--- src/rtl/slow_intr_gateway.sv ---
// Edge-triggered interrupt gateway: each source walks IDLE -> PENDING -> IN_SERVICE
// under a claim/complete handshake, with one deferred edge and a sticky lost-edge flag.
module slow_intr_gateway #(
  parameter int INTR_WIDTH = 1,
  parameter int ID_WIDTH   = 5
) (
  input  logic                  slow_clk,
  input  logic                  slow_resetn,
  input  logic [INTR_WIDTH-1:0] slow_intr,
  input  logic [INTR_WIDTH-1:0] intr_mask,
  output logic                  irq,
  output logic                  claim_valid,
  output logic [ID_WIDTH-1:0]   claim_id,
  input  logic                  claim_ready,
  input  logic                  complete_valid,
  input  logic [ID_WIDTH-1:0]   complete_id,
  output logic [INTR_WIDTH-1:0] pending,
  output logic [INTR_WIDTH-1:0] in_service,
  output logic [INTR_WIDTH-1:0] overflow,
  input  logic [INTR_WIDTH-1:0] ovf_clr
);

  localparam logic [1:0] ST_IDLE = 2'd0;
  localparam logic [1:0] ST_PEND = 2'd1;
  localparam logic [1:0] ST_SERV = 2'd2;

  logic [INTR_WIDTH-1:0] req;

  assign req         = pending & intr_mask;
  assign claim_valid = |req;
  assign irq         = claim_valid;

  // NOTE: blocking assignments in always_comb; iterating downward lets the lowest index win.
  always_comb begin
    claim_id = '0;
    for (int i = INTR_WIDTH - 1; i >= 0; i--) begin
      if (req[i]) claim_id = ID_WIDTH'(i + 1);
    end
  end

  for (genvar i = 0; i < INTR_WIDTH; i++) begin : g_src
    logic [1:0] st_q, st_d;
    logic       def_q, def_d;
    logic       ovf_q, ovf_d, ovf_set;
    logic       prev_q;
    logic       rise;
    logic       claim_hit;
    logic       complete_hit;

    assign rise         = slow_intr[i] & ~prev_q;
    assign claim_hit    = claim_valid & claim_ready & (claim_id == ID_WIDTH'(i + 1));
    assign complete_hit = complete_valid & (complete_id == ID_WIDTH'(i + 1)) & (st_q == ST_SERV);

    // NOTE: every output of this block gets a default first, so no latch is inferred.
    always_comb begin
      st_d    = st_q;
      def_d   = def_q;
      ovf_set = 1'b0;
      case (st_q)
        ST_IDLE: if (rise) st_d = ST_PEND;
        ST_PEND: begin
          if (claim_hit) begin
            st_d  = ST_SERV;
            def_d = rise;
          end else if (rise) begin
            ovf_set = 1'b1;
          end
        end
        ST_SERV: begin
          if (complete_hit) begin
            def_d = 1'b0;
            if (def_q) begin
              st_d    = ST_PEND;
              ovf_set = rise;
            end else begin
              st_d = rise ? ST_PEND : ST_IDLE;
            end
          end else if (rise) begin
            if (def_q) ovf_set = 1'b1;
            else       def_d   = 1'b1;
          end
        end
        default: begin
          st_d  = ST_IDLE;
          def_d = 1'b0;
        end
      endcase
      ovf_d = ovf_set | (ovf_q & ~ovf_clr[i]);
    end

    // NOTE: prev resets to 1 so a line already high at reset release is not taken as an edge.
    always_ff @(posedge slow_clk or negedge slow_resetn) begin
      if (!slow_resetn) begin
        st_q   <= ST_IDLE;
        def_q  <= 1'b0;
        ovf_q  <= 1'b0;
        prev_q <= 1'b1;
      end else begin
        st_q   <= st_d;
        def_q  <= def_d;
        ovf_q  <= ovf_d;
        prev_q <= slow_intr[i];
      end
    end

    assign pending[i]    = (st_q == ST_PEND);
    assign in_service[i] = (st_q == ST_SERV);
    assign overflow[i]   = ovf_q;
  end

endmodule

--- config.mk ---
export PLATFORM = sky130hd
export DESIGN_NAME = slow_intr_gateway
export DESIGN_NICKNAME = d
export VERILOG_FILES = /design/src/rtl/slow_intr_gateway.sv
export SDC_FILE = /design/constraint.sdc
export NUM_CORES = 1
export LEC_CHECK = 0
export BUFFER_PORTS_ARGS = -buffer_cell sky130_fd_sc_hd__buf_2
export CAP_MARGIN = 20
export CELL_PAD_IN_SITES_DETAIL_PLACEMENT = 0
export CELL_PAD_IN_SITES_GLOBAL_PLACEMENT = 1
export CORE_AREA = 2 2 39 41
export CTS_CLUSTER_SIZE = 30
export DETAILED_ROUTE_END_ITERATION = 10
export DIE_AREA = 0 0 41 43
export MAX_ROUTING_LAYER = met4
export PLACE_DENSITY = 0.86
export SLEW_MARGIN = 20
export SYNTH_ARGS = -nofsm -noshare
export SYNTH_HDL_FRONTEND = slang
export SYNTH_SLANG_ARGS = --single-unit
--- constraint.sdc ---
create_clock -name slow_clk -period 2.4 [get_ports slow_clk]
set_input_delay 0.12 -clock slow_clk [delete_from_list [all_inputs] [get_ports slow_clk]]
set_output_delay 0.12 -clock slow_clk [all_outputs]
set_load 0.05 [all_outputs]
**Word level (Yosys, flattened, before mapping)**

Index checks and enable logic that the tools add are counted.

- Equal/unequal tests: 8
- Muxes and demuxes: 18
- Bitwise gates (word level): 11
- Reduce and logical (&&, ||, !) cells: 3

Operator list:

| cell | number |
|---|---|
| $mux W1 | 12 |
| $and A1 B1 Y1 | 7 |
| $mux W2 | 3 |
| $pmux W2 S3 | 1 |
| $reduce_and A3 Y1 | 2 |
| $eq A5 B1 Y1 const B | 1 |
| $ne A2 B1 Y1 const B | 2 |
| $ne A3 B1 Y1 const B | 1 |
| $not A1 Y1 | 3 |
| $pmux W1 S3 | 1 |
| $eq A2 B1 Y1 const B | 1 |
| $eq A2 B2 Y1 const B | 1 |
| $logic_not A2 Y1 | 1 |
| $ne A2 B2 Y1 const B | 1 |
| $pmux W1 S2 | 1 |
| $eq A1 B1 Y1 const B | 1 |
| $or A1 B1 Y1 | 1 |

- Bits in registers: 5
- Output and inout bits: 10

**Depth between registers and ports, before layout**

Gate-level depths: netlist (run 1).

- Depth after elaboration: 8
- Mapped depth: 6
- Depth with buffers taken out: 6

**Worst setup path before layout (run 1)**

Ideal clock, no wire load.

- Path kind: register -> output
- From: reg g_src[0].st_q[1]
- To: out claim_id[0]
- Arrival: 1.804 ns
- Required time: 2.280 ns
- Setup slack: 0.476 ns
- Stages on the path, launching flop included: 5
- Buffers on the path: 1
- Cells stage by stage: dfrtp_1 -> inv_1 -> ha_1 -> and2_1 -> buf_4

- Word-level cells in the longest chain between the ends: 3

Ends and longest elaborated chain:

| element | RTL line | RTL |
|---|---|---|
| from (decl) | 42 | `logic [1:0] st_q, st_d;` |
| from (signal assigned) | 99 | `st_q <= st_d;` |
| $eq A2 B1 Y1 | 106 | `assign pending[i] = (st_q == ST_PEND);` |
| net pending | 17 | `output logic [INTR_WIDTH-1:0] pending,` |
| $and A1 B1 Y1 | 29 | `assign req = pending & intr_mask;` |
| net claim_valid | 12 | `output logic claim_valid,` |
| $mux W1 | 37 | `if (req[i]) claim_id = ID_WIDTH'(i + 1);` |
| to (decl) | 13 | `output logic [ID_WIDTH-1:0] claim_id,` |

The timed path passes the listed nets, and every way through them passes these cells.

**Final worst setup path (run 1)**

- From: reg g_src[0].st_q[1]
- To: reg g_src[0].st_q[0]

- Word-level cells in the longest chain between the ends: 7
- Elaborated cells on any way between the ends: 14
- Those cells by class: 6 x eq/ne; 2 x mux; 4 x bitwise; 2 x reduce/logical

Ends and longest elaborated chain:

| element | RTL line | RTL |
|---|---|---|
| $eq A2 B1 Y1 | 59, 106 |  |
| $and A1 B1 Y1 | 29 |  |
| $mux W1 | 37 |  |
| $eq A1 B1 Y1 | 51 | `assign claim_hit = claim_valid & claim_ready & (claim_id == ID_WIDTH'(i + 1));` |
| $and A1 B1 Y1 | 51 |  |
| $ne A2 B1 Y1 (no line) | n/a |  |
| $reduce_and A3 Y1 (no line) | n/a |  |

Several ways; a longest one is shown, not always the timed one.
A chain may end at the register's enable or synchronous reset.

==> results of run 1 <==
==> state kept, by name, summed over array words and instances (netlist names) <==
name / flops
g_src.st_q: 2
g_src.def_q: 1
g_src.prev_q: 1
overflow: 1
==> critical path, delay by kind of cell, from the launching register on <==
kind / cells / cell delay [ns]
flops: 1 / 0.40
buf+inv: 1 / 0.08
fa+ha+maj: 1 / 0.22
compound gates: 2 / 0.48
mux: 1 / 0.32
==> worst max path at each step <==
stage	endpoint	slack, ns	depth (start not counted)
finish	g_src[0].st_q[0]	0.78	5
global route	g_src[0].st_q[0]	0.63	5
CTS	g_src[0].st_q[0]	0.74	5
detailed placement	g_src[0].st_q[0]	0.74	5
global placement	g_src[0].st_q[1]	0.77	5
floorplan	claim_id[0]	0.48	4
==> metal layers <==
metal	track usage (%)	share of wire, %
met5	-	0
met4	8.00	0
met3	1.57	7.0
met2	14.1	52
met1	10.2	41
==> kinds of logic after synthesis <==
family / Yosys count / share of synthesized area (%)
fa+ha+maj: 4 / 12.9
other cells: 1 / 0.970
compound gates: 9 / 14.9
flops: 5 / 32.7
simple gates: 8 / 15.2
buf+inv: 12 / 17.5
mux: 2 / 5.82
==> layout by cell type, fill, tap and decap left out <==
| cell type | netlist | final |
|---|---|---|
| a211o_1 | 1 | 1 |
| a21boi_1 | 1 | 1 |
| a21oi_1 | 2 | 2 |
| a31oi_1 | 1 | 1 |
| and2_1 | 1 | 1 |
| buf_2 | 0 | 17 |
| clkbuf_1 | 0 | 1 |
| clkbuf_4 | 0 | 3 |
| conb_1 | 1 | 4 |
| dfrtp_1 | 4 | 4 |
| dfstp_2 | 1 | 1 |
| dlygate4sd3_1 | 0 | 1 |
| ha_1 | 4 | 4 |
| inv_1 | 6 | 6 |
| mux2_1 | 2 | 2 |
| nand2_1 | 1 | 1 |
| nand2b_4 | 1 | 1 |
| nand3_1 | 2 | 2 |
| nor2_1 | 1 | 1 |
| nor2b_1 | 1 | 1 |
| nor4b_2 | 1 | 1 |
| o2111ai_1 | 1 | 1 |
| o21ai_0 | 2 | 2 |
| o22ai_1 | 1 | 1 |
==> what timing repair did <==
action,4_1_cts,5_1_grt
hold buffers,1,0
hold endpoints to repair,5,0
setup buffers,0,0
==> cell type report <==
class	count	area (um^2)
Inverter	6	22.5
Sequential cell	5	126
Timing Repair Buffer	18	95.1
Tap cell	16	20.0
Multi-Input combinational cell	27	204
Fill cell	160	890
Clock buffer	4	26.3
==> report_power, final <==
group          leakage (nW)  total [W]  switching [W]  internal (W)
Combinational         0.193   0.000357       0.000242      0.000115
Sequential           0.0629   0.000141      0.0000257      0.000115
Clock                0.0150  0.0000938      0.0000311     0.0000626
==> stage by stage <==
| stage | area (um^2) | total power [W] | cells | utilization [%] | hold WS, ns |
|---|---|---|---|---|---|
| 5_1_grt | 494 | 0.000647 | 76 | 35.7 | 0.00924 |
| 6_report | 494 | 0.000592 | 76 | 35.7 | 0.0220 |
| 3_5_place_dp | 458 | 0.000506 | 71 | 33.1 | -0.0607 |
| 4_1_cts | 494 | 0.000606 | 76 | 35.7 | 0.0116 |
| 2_1_floorplan | 398 | 0.000447 | 44 | - | -0.176 |
| 3_3_place_gp | 458 | 0.000499 | 71 | 33.1 | -0.0633 |
==> flow_summary_export.csv, run 1 <==
group,metric,value,unit
outcome,status,"complete, no violations",
layout,nets,77,
clock_tree,h-tree-depth,1,
placed_design,pre_cts_slack,0.743,ns
sta,drv_slew,0,
layout,synthToLayoutAreaGrowth,27.8,%
setup_path,cp_data_arrival_time,1.73,ns
sta,setup_violations,0,
logic_synthesis,synth_cell_types,21,
die,die_h,43,um
pwr,peakVddDrop,0.000467,V
setup_path,endpoint_kind,"flop",
setup_path,max_stage_delay,0.40,ns
sta,period_minus_slack,1.62,ns
clock_tree,cts_max_path_buffers,2,
logic_synthesis,synth_area_leaders,"dfrtp_1, ha_1, buf_4",
sta,clock_skew,0.000533,ns
route,drt_iter0_markers,1,
logic_synthesis,ys_seq_area_share,32.7,%
setup_path,critPathMaxFanout,5,
route,via_per_inst,4.33,
pwr,p_leak,0.271,nW
setup_path,cp_cell_sequence,"inv_1, ha_1, a21boi_1, a211o_1, mux2_1",
logic_synthesis,ys_top_cells_by_count,"buf_4, inv_1, dfrtp_1, ha_1",
die,die_w,41,um
hold_path,whs_path_depth,1,
layout,n_antenna_cell,0,
layout,layout-drive-gt1-share,38.3,%
logic_synthesis,synth_top_cell_by_area,"dfrtp_1",
logic_synthesis,synth_top_area_share,25.9,%
clock_tree,ctsRootBufferMaster,"clkbuf_4",
global_routing,grt_pass1_wl,1.09,mm
clock_tree,worstSkewPairLatency,0.23,ns
clock_tree,cts_resized,0,
route,dr_total_vias,329,
logic_synthesis,synth-seq-cells,5,
clock_tree,cts_tree,"done",
logic_synthesis,synthesis.area,387,um^2
placed_design,gp_congestion,0.725,
global_routing,grt_max_degree,6,
global_routing,grt.total_usage,9.44,%
setup_path,critical_path_class,"reg -> reg",
die,core_area,0.00138,mm^2
logic_synthesis,syn_avg_cell_area,9.43,um^2
logic_synthesis,yosys_warnings,0,
setup_path,required,2.51,ns
logic_synthesis,synth_ff_type,"dfrtp_1",
sta,rsz0062_at_grt,"false",
hold_path,hp-start,"slow_intr",
setup_path,crit_start,"g_src[0].st_q[1]",
route,wire_per_inst,8.30,um
die,start_util,27.9,%
global_routing,gr-total-overflow,0,
setup_path,cp-start-kind,"flop",
route,drtAntennaViolNets,0,
die,dieArea,0.00176,mm^2
logic_synthesis,synth_edf_count,0,
sta,worst_slack,0.779,ns
hold_path,min_path_type,"in -> reg",
route,routed_wirelength,631,um
setup_path,ff2ff_setup_slack,0.78,ns
global_routing,antenna_found_initial,0,
setup_path,ff2ff_path_depth,5,
placed_design,port_buffers,17,
pwr,p_per_area,1200,mW/mm^2
flow_run,maxCapViolCount,0,
setup_path,cp_slowest_cell,"dfrtp_1",
hold_path,min_delay_worst_endpoint,"g_src[0].prev_q",
sta,hold_viol,0,
clock_tree,cts_buffers,3,
sta,tns,0,ns
clock_tree,cts_sinks,5,
placed_design,post-dp-hpwl,565,um
global_routing,grt_pass1_vias,303,
sta,max_clock_freq,617,MHz
route,dr.pass1.iters,3,
logic_synthesis,synthArstFlopShare,100,%
sta,fin_crit_sh,67.5,%
die,rows,14,
setup_path,r2r-start,"g_src[0].st_q[1]",
clock_tree,clkSlewWorstSetupHoldPaths,0.04,ns
setup_path,worst_r2r_endpoint,"g_src[0].st_q[0]",
logic_synthesis,syn_inst,41,
route,drc,0,
die,boundaryPins,22,
No activity file was read; power rests on OpenSTA's default activity.
==> run 2: changes to the inputs <==
--- a/config.mk
+++ b/config.mk
@@ -9,12 +9,12 @@
 export CAP_MARGIN = 20
 export CELL_PAD_IN_SITES_DETAIL_PLACEMENT = 0
 export CELL_PAD_IN_SITES_GLOBAL_PLACEMENT = 1
-export CORE_AREA = 2 2 39 41
+export CORE_MARGIN = 1
+export CORE_UTILIZATION = 25
 export CTS_CLUSTER_SIZE = 30
 export DETAILED_ROUTE_END_ITERATION = 10
-export DIE_AREA = 0 0 41 43
 export MAX_ROUTING_LAYER = met4
-export PLACE_DENSITY = 0.86
+export PLACE_DENSITY = 0.8
 export SLEW_MARGIN = 20
 export SYNTH_ARGS = -nofsm -noshare
 export SYNTH_HDL_FRONTEND = slang
==> constraint.sdc (replaced) <==
create_clock -name slow_clk -period 1.3 [get_ports slow_clk]
set_input_delay 0.065 -clock slow_clk [delete_from_list [all_inputs] [get_ports slow_clk]]
set_output_delay 0.065 -clock slow_clk [all_outputs]
set_load 0.05 [all_outputs]
==> flow_summary_export.csv, run 2 (synthesized netlist as in run 1, its figures left out) <==
group,metric,value,unit
outcome,status,"finished, violations left",
outcome,violations,"setup timing",
route,routed_wirelength,907,um
route,via_per_inst,4.34,
clock_tree,h-tree-depth,1,
clock_tree,ctsRootBufferMaster,"clkbuf_4",
hold_path,min_path_type,"in -> async",
global_routing,grt_max_degree,6,
sta,hold_viol,0,
route,drc,0,
clock_tree,worstSkewPairLatency,0.25,ns
setup_path,cp-start-kind,"flop",
route,dr.pass1.iters,2,
die,rows,13,
route,drtAntennaViolNets,0,
setup_path,critPathMaxFanout,3,
layout,top_register,"g_src.st_q",
sta,setup_violations,5,
clock_tree,cts_tree,"done",
route,wire_per_inst,10.5,um
pwr,p_leak,0.339,nW
layout,largest_register_ffs,2,
flow_run,maxCapViolCount,0,
route,dr_total_vias,373,
die,die_h,41.3,um
global_routing,grt_pass1_wl,1.28,mm
setup_path,ff2ff_setup_slack,-0.15,ns
layout,final_common_cell,"buf_2",
placed_design,pre_cts_slack,-0.205,ns
layout,design_area,697,um^2
route,drt_iter0_markers,5,
placed_design,post-dp-hpwl,698,um
setup_path,critical_path_class,"reg -> reg",
die,start_util,28.3,%
global_routing,antenna_found_initial,0,
clock_tree,cts_max_path_buffers,2,
sta,max_clock_freq,689,MHz
sta,fin_crit_sh,112,%
clock_tree,cts_buffers,3,
global_routing,grt_pass1_vias,326,
die,dieArea,0.00171,mm^2
layout,final_cell_mix,"buf_2, buf_4, conb_1",
layout,nets,88,
die,boundaryPins,22,
sta,clock_skew,0.00471,ns
sta,period_minus_slack,1.45,ns
sta,drv_slew,0,
setup_path,cp_data_arrival_time,1.58,ns
route,wl_met3,53,um
layout,synthToLayoutAreaGrowth,80.3,%
route,met2_length,484,um
placed_design,placed_cell_area,563,um^2
sta,worst_slack,-0.151,ns
setup_path,endpoint_kind,"flop",
global_routing,gr-total-overflow,0,
clock_tree,clkSlewWorstSetupHoldPaths,0.05,ns
route,routed.top_layer,"met4",
setup_path,required,1.43,ns
sta,tns,-0.510,ns
die,core_area,0.00137,mm^2
clock_tree,cts_sinks,5,
sta,rsz0062_at_grt,"true",
route,wl_met1,361,um
placed_design,gp_congestion,0.706,
global_routing,grt.total_usage,12.7,%
layout,layout-drive-gt1-share,62.0,%
placed_design,port_buffers,17,
pwr,p_per_area,2260,mW/mm^2
pwr,peakVddDrop,0.00100,V
die,die_w,41.3,um
layout,n_antenna_cell,0,
[run 2: cell count changes in the layout (fill, tap and decap cells not counted), sizes merged]
cell / before / now
buf: 17 / 26
dlygate4sd3: 1 / 3
[run 2: what timing repair did]
action,in CTS,in global routing
pin swaps,3,1
endpoints found under the hold margin,7,0
setup buffers,2,1
setup endpoints to repair,8,8
hold buffers,3,0
gates resized for setup,13,7
[run 2: per-layer routing]
metal  global-route usage [%]  vias to the layer above
li1                         -                      188
met1                     10.6                      171
met2                     21.5                       12
met3                     9.57                        2
met4                     4.84                        0
met5                        -                        -
[run 2: path summary, 6_finish.rpt]
kind / from / to / depth (start not counted)
hold reg to reg: overflow / overflow / 2
setup reg to reg: g_src[0].st_q[0] / g_src[0].st_q[0] / 6
hold / removal: slow_resetn / g_src[0].st_q[1] / 2
setup / recovery: g_src[0].st_q[0] / g_src[0].st_q[0] / 6
min in group slow_clk: complete_valid / g_src[0].def_q / 5
max in group asynchronous: slow_resetn / g_src[0].prev_q / 2
[run 2: metrics by stage]
step           utilization, %  cells  hold slack [ns]  total power (W)
2_1_floorplan               -     44           -0.231         0.000963
3_3_place_gp             41.2     77           -0.110          0.00117
3_5_place_dp             41.2     77           -0.109          0.00118
4_1_cts                  49.5     86            0.165          0.00152
5_1_grt                  51.0     86            0.168          0.00169
6_report                 51.0     86            0.165          0.00157
[run 2: cell type report]
class,count,area (um^2)
fillers,128,669
multi-input cells,27,272
repair buffers,29,229
flip-flops and latches,5,129
clock buffers,4,26.3
inverters,6,22.5
well taps,15,18.8
[run 2: worst max-delay path, stage by stage (launching register included)]
cell and delay [ns]:
dfrtp_2 0.40, inv_2 0.06, ha_4 0.16, inv_2 0.06, a31oi_4 0.03, a211o_1 0.31, mux2_1 0.32
[run 2: power by group]
group / leakage (nW) / internal, W / switching (W)
clock network: 0.0150 / 0.000116 / 0.0000681
registers: 0.0605 / 0.000218 / 0.0000609
logic: 0.263 / 0.000531 / 0.000579
